--- src/rtl/asrv32_writeback_pipe.sv ---
// asrv32 writeback stage.
// Registers the rd writeback (ALU / load / CSR source), resolves PC redirects
// (trap, MRET, JAL, JALR, taken branch), holds a flush window after every
// redirect, stalls while load data is outstanding and counts retired
// instructions.

package asrv32_header_pkg;
  // One-hot opcode bit positions shared with the decode stage.
  localparam int OPCODE_WIDTH = 11;
  localparam int RTYPE  = 0;
  localparam int ITYPE  = 1;
  localparam int LOAD   = 2;
  localparam int STORE  = 3;
  localparam int BRANCH = 4;
  localparam int JAL    = 5;
  localparam int JALR   = 6;
  localparam int LUI    = 7;
  localparam int AUIPC  = 8;
  localparam int SYSTEM = 9;
  localparam int FENCE  = 10;
endpackage

module asrv32_writeback_pipe
  import asrv32_header_pkg::*;
#(
  parameter int              XLEN         = 32,
  parameter logic [XLEN-1:0] PC_RESET     = '0,
  parameter int              FLUSH_CYCLES = 1,
  parameter int              CNT_W        = 64
) (
  input  logic                    i_clk,
  input  logic                    i_rst_n,
  input  logic                    i_ce,
  input  logic [OPCODE_WIDTH-1:0] i_opcode,
  input  logic [2:0]              i_funct3,
  input  logic [XLEN-1:0]         i_pc,
  input  logic [XLEN-1:0]         i_imm,
  input  logic [XLEN-1:0]         i_rs1_data,
  input  logic                    i_branch_taken,
  input  logic [XLEN-1:0]         i_rd_data,
  input  logic [XLEN-1:0]         i_load_data,
  input  logic                    i_load_ack,
  input  logic [XLEN-1:0]         i_csr_data,
  input  logic                    i_go_to_trap,
  input  logic                    i_return_from_trap,
  input  logic [XLEN-1:0]         i_trap_address,
  input  logic [XLEN-1:0]         i_return_address,
  input  logic                    i_wr_rd_en,
  input  logic [4:0]              i_rd_addr,
  output logic                    o_wr_rd_en,
  output logic [4:0]              o_rd_addr,
  output logic [XLEN-1:0]         o_rd_data,
  output logic [XLEN-1:0]         o_next_pc,
  output logic                    o_change_pc,
  output logic                    o_flush,
  output logic                    o_stall,
  output logic [CNT_W-1:0]        o_instret
);

  // Flush counter holds FLUSH_CYCLES-1 down to 0; keep at least one bit.
  localparam int CNT_FW = (FLUSH_CYCLES > 1) ? $clog2(FLUSH_CYCLES) : 1;

  typedef enum logic {
    ST_RUN,
    ST_FLUSH
  } state_e;

  state_e            state;
  logic [CNT_FW-1:0] flush_cnt;

  // Opcode decode.
  logic is_load, is_branch, is_jal, is_jalr, is_system;
  assign is_load   = i_opcode[LOAD];
  assign is_branch = i_opcode[BRANCH];
  assign is_jal    = i_opcode[JAL];
  assign is_jalr   = i_opcode[JALR];
  assign is_system = i_opcode[SYSTEM];

  // Opcode classes that need no special handling in this stage.
  logic unused_opcode_bits;
  assign unused_opcode_bits = ^{i_opcode[RTYPE], i_opcode[ITYPE], i_opcode[STORE],
                                i_opcode[LUI], i_opcode[AUIPC], i_opcode[FENCE]};

  // A trapping load never waits for its data: the trap takes over the stage.
  logic load_pending;
  assign load_pending = is_load && !i_load_ack && !i_go_to_trap;

  logic run_valid;
  assign run_valid = (state == ST_RUN) && i_ce;

  logic accept;
  assign accept = run_valid && !load_pending;

  // Gated with reset so the stall cannot leak out while the stage is held in reset.
  assign o_stall = i_rst_n && run_valid && load_pending;

  logic wr_en_next;
  assign wr_en_next = i_wr_rd_en && (i_rd_addr != 5'd0) && !i_go_to_trap;

  logic retire;
  assign retire = accept && !i_go_to_trap;

  // Writeback value source select.
  logic [XLEN-1:0] rd_value;
  always_comb begin
    // NOTE: every always_comb output gets a default first so no path can infer a latch.
    rd_value = i_rd_data;
    if (is_load) begin
      rd_value = i_load_data;
    end else if (is_system && (i_funct3 != 3'd0)) begin
      rd_value = i_csr_data;
    end
  end

  // Redirect target resolution in priority order; adds wrap modulo 2^XLEN.
  logic [XLEN-1:0] pc_plus_imm;
  logic [XLEN-1:0] rs1_plus_imm;
  logic            redirect;
  logic [XLEN-1:0] target;

  assign pc_plus_imm  = i_pc + i_imm;
  assign rs1_plus_imm = i_rs1_data + i_imm;

  always_comb begin
    redirect = 1'b1;
    target   = i_trap_address;
    if (i_go_to_trap) begin
      target = i_trap_address;
    end else if (i_return_from_trap) begin
      target = i_return_address;
    end else if (is_jal) begin
      target = pc_plus_imm;
    end else if (is_jalr) begin
      target = {rs1_plus_imm[XLEN-1:1], 1'b0};
    end else if (is_branch && i_branch_taken) begin
      target = pc_plus_imm;
    end else begin
      redirect = 1'b0;
    end
  end

  // Stage registers and RUN/FLUSH control.
  always_ff @(posedge i_clk or negedge i_rst_n) begin
    if (!i_rst_n) begin
      o_wr_rd_en  <= 1'b0;
      o_rd_addr   <= 5'd0;
      o_rd_data   <= '0;
      o_next_pc   <= PC_RESET;
      o_change_pc <= 1'b0;
      o_flush     <= 1'b0;
      o_instret   <= '0;
      state       <= ST_RUN;
      flush_cnt   <= '0;
    end else begin
      // NOTE: sequential state uses non-blocking assignments so every register
      // samples pre-edge values; the defaults below are overridden further down.
      o_wr_rd_en  <= 1'b0;
      o_change_pc <= 1'b0;

      if (state == ST_RUN) begin
        o_flush <= 1'b0;
        if (accept) begin
          o_wr_rd_en <= wr_en_next;
          o_rd_addr  <= i_rd_addr;
          o_rd_data  <= rd_value;
          if (retire) begin
            o_instret <= o_instret + CNT_W'(1);
          end
          if (redirect) begin
            o_change_pc <= 1'b1;
            o_next_pc   <= target;
            o_flush     <= 1'b1;
            // A one-cycle window is covered by o_flush alone; stay in RUN.
            if (FLUSH_CYCLES > 1) begin
              state     <= ST_FLUSH;
              flush_cnt <= CNT_FW'(FLUSH_CYCLES - 1);
            end
          end
        end
      end else begin
        // Flush window: incoming instructions are dropped without effect.
        if (flush_cnt == '0) begin
          state   <= ST_RUN;
          o_flush <= 1'b0;
        end else begin
          flush_cnt <= flush_cnt - CNT_FW'(1);
          o_flush   <= 1'b1;
        end
      end
    end
  end

endmodule
--- config.mk ---
export PLATFORM = sky130hd
export DESIGN_NAME = asrv32_writeback_pipe
export DESIGN_NICKNAME = d
export VERILOG_FILES = /design/src/rtl/asrv32_writeback_pipe.sv
export SDC_FILE = /design/constraint.sdc
export NUM_CORES = 1
export LEC_CHECK = 0
export CAP_MARGIN = 20
export CORE_UTILIZATION = 40
export DETAILED_ROUTE_END_ITERATION = 10
export GPL_ROUTABILITY_DRIVEN = 0
export PLACE_DENSITY = 0.78
export SYNTH_ARGS = -nofsm -noshare
export SYNTH_HDL_FRONTEND = slang
export SYNTH_SLANG_ARGS = --single-unit
--- constraint.sdc ---
create_clock -name i_clk -period 2.5 [get_ports i_clk]
set_clock_uncertainty 0.15 [all_clocks]
set_input_delay 0.375 -clock i_clk [delete_from_list [all_inputs] [get_ports i_clk]]
set_output_delay 0.375 -clock i_clk [all_outputs]
set_load 0.02 [all_outputs]
==> impl_metrics.ini <==
[sta]
finalSetupViolations = 18
rsz0062_at_grt = yes
layout_setup_ws_ns = -0.455
min_period_ns = 2.95
max-slew-margin-rel_pct = 57.1
max_freq_mhz = 338
hold_viol = 0
finalMaxSlewViolations = 0
worst_pin_slew_ns = 0.644
setup-tns-final_ns = -3.00
period_share_pct = 118

[routing]
vias = 12974
initialDrtViolationCount = 1066
dr.pass1.iters = 6
wirelength_um = 48500
detail-route-antenna-nets = 0
viasPerCell = 5.85
route.detailed.drc = 0
wl_per_cell_um = 21.9

[grt]
met2_usage_pct = 62.0
grt_pass1_vias = 12928
grt_max_degree = 70
use_met1_pct = 36.7
antenna_found_initial = 7
grt_busiest_layer = met2
grt_overflow = 0
grt.total_usage_pct = 34.9
grt_pass1_wl_um = 70400
gr-usage-met3_pct = 8.91

[synth]
synth_seq_cells = 135
synth_seq_area_share_pct = 32.7
synth-edff-count = 0
synth_common_cells = nand2_1 (141), dfrtp_1 (135), a21oi_1 (120), nor2_1 (111), o21ai_0 (84)
async_flop_share_pct = 100
synthesis.area_mm2 = 0.0103
synth_top_cell_by_area = dfrtp_1
synth_cell_types = 79
ys_warn_count = 0
ys_top_cells_by_area = dfrtp_1 (33%), ha_1 (7.5%), xnor2_1 (6.5%)
synth_most_common_cell = nand2_1
syn_avg_cell_area_um2 = 8.42
syn_inst = 1225
synth.top_cell.area_share_pct = 32.7
syn_nets = 1572
yosys_most_used_dff = dfrtp_1

[clock_network]
cts_buffer_depth = 2
cts.sinks = 135
clk_pin_slew_ns = 0.07
cts_buffers = 17
htree_num_levels = 4
cts_root_buf = clkbuf_16
clock_latency_ns = 0.43
cts_tree = done

[setup_path]
crit_path_max_incr_delay_ns = 0.34
slowest_stage = a221o_1
cp-end-kind = register
worstPathCellList = buf_6 -> and2_4 -> fa_2 -> a21o_1 -> a221o_1 -> buf_6 -> a211oi_4 -> o31ai_2 -> a21oi_2 -> buf_4 -> o31ai_4 -> mux2i_1 -> o2111ai_1 -> o31ai_1
required_ns = 2.67
crit_family = compound AO/OA/AOI/OAI gates
crit_cells = 14
cp_max_fo = 2
cp.buffers_inverters = 3
worstSetupPathType = in -> reg
worstPathArrival_ns = 3.12
crit_path_frequent_cell = buf_6
worst-r2r-setup-slack_ns = 0.08
startpoint_type = primary input
rr_worst_depth = 9

[run]
drv_cap = 0

[pwr]
cellPowerDensity_mw_per_mm2 = 489
power_leakage_uw = 0.00822
ir_drop_uv = 373
p_sw_uw = 3230
p_seq_share_pct = 28.4
intPower_uw = 5850
combPwrFrac_pct = 41.9
clock_power_share_pct = 29.7
swShare_pct = 35.6

[finish]
area_delta_synth_final_pct = 79.8
layout.cells.non_filler = 2216
drive_above_1_share_pct = 27.4
nets = 2216

[run_status]
violations = setup timing
status = finished, violations left

[hold_path]
hp-class = in -> async

[die]
std_cell_rows = 58
die_h_um = 163
start_util_pct = 40.9
ios = 420
coreArea_mm2 = 0.0253
die_w_um = 163
die_area_mm2 = 0.0264

[place]
dpl.cell_count = 2136
dp_hpwl_um = 35900
port_buffers = 413
logic make-up (layout without fill, tap and decap cells):
group | after synthesis | count (layout) | share of synthesized area (%)
AND/OR/NAND/NOR | 412 | 412 | 18.8
AO/OA/AOI/OAI | 389 | 389 | 24.2
flip-flops | 135 | 135 | 32.7
XOR/XNOR | 116 | 116 | 9.84
buffers and inverters | 71 | 728 | 2.76
adder cells (fa/ha/maj) | 64 | 64 | 7.90
multiplexers | 38 | 38 | 3.70
other | 0 | 4 | 0
final cells by class:
class / count / area [um2]
Multi-Input combinational cell: 1019 / 7900
Clock inverter: 15 / 200
Clock buffer: 17 / 425
Antenna cell: 4 / 10.0
Inverter: 13 / 50.0
Timing Repair Buffer: 683 / 6170
Fill cell: 1788 / 6700
Sequential cell: 135 / 3390
Tap cell: 330 / 413
what timing repair did:
item / in CTS / in global routing
setup buffers: 29 / 15
hold buffers: 1 / 0
setup endpoints to repair: 43 / 45
resized for setup: 273 / 97
gates cloned: 0 / 0
pin swaps: 104 / 79
hold endpoints to repair: 21 / 0
registers in the layout, indices dropped and copies added (netlist names):
register / cells
o_instret: 64
o_next_pc: 32
o_rd_data: 32
o_rd_addr: 5
o_change_pc: 1
o_wr_rd_en: 1
power by group through the flow:
stage               sequential (uW)  clock, uW  combinational [uW]
floorplan                      2830          0                1300
global placement               2590          0                3300
detailed placement             2590          0                3360
CTS                            2560       2730                3560
global route                   2600       2810                4020
finish                         2570       2690                3810
cell usage in the layout, fill, tap and decap left out, drive strengths merged, types with 41 or more instances in the layout:
cell	n
a21o	41
a21oi	121
buf	299
clkdlybuf4s50	345
dfrtp	135
ha	62
nand2	142
nor2	111
o21ai	86
xnor2	76
metrics by stage:
step | hold WS (ns) | utilization (%) | total power (uW) | instance area, um2 | worst slack (ns)
after floorplan | -0.0706 | - | 4140 | 10700 | -0.530
after global placement | 0.0894 | 66.1 | 5890 | 16700 | -1.12
after detailed placement | 0.0937 | 66.1 | 5950 | 16700 | -1.17
after CTS | 0.207 | 71.4 | 8850 | 18000 | -0.299
after global routing | 0.221 | 73.5 | 9430 | 18600 | -0.461
final | 0.213 | 73.5 | 9070 | 18600 | -0.455
path summary, 6_finish.rpt:
check / start / to
setup / recovery: i_rs1_data[0] / o_next_pc[28]
hold / removal: i_rst_n / o_instret[35]
setup reg to reg: o_instret[0] / o_instret[34]
hold reg to reg: o_next_pc[5] / o_next_pc[5]
max in group asynchronous: i_rst_n / o_rd_addr[4]
min in group i_clk: o_next_pc[5] / o_next_pc[5]
layer usage:
layer	up-vias	routed length, um
met5	-	46
met4	6	3220
met3	264	4530
met2	881	24100
met1	6034	16600
li1	5789	-
No activity file was read; power rests on OpenSTA's default activity.
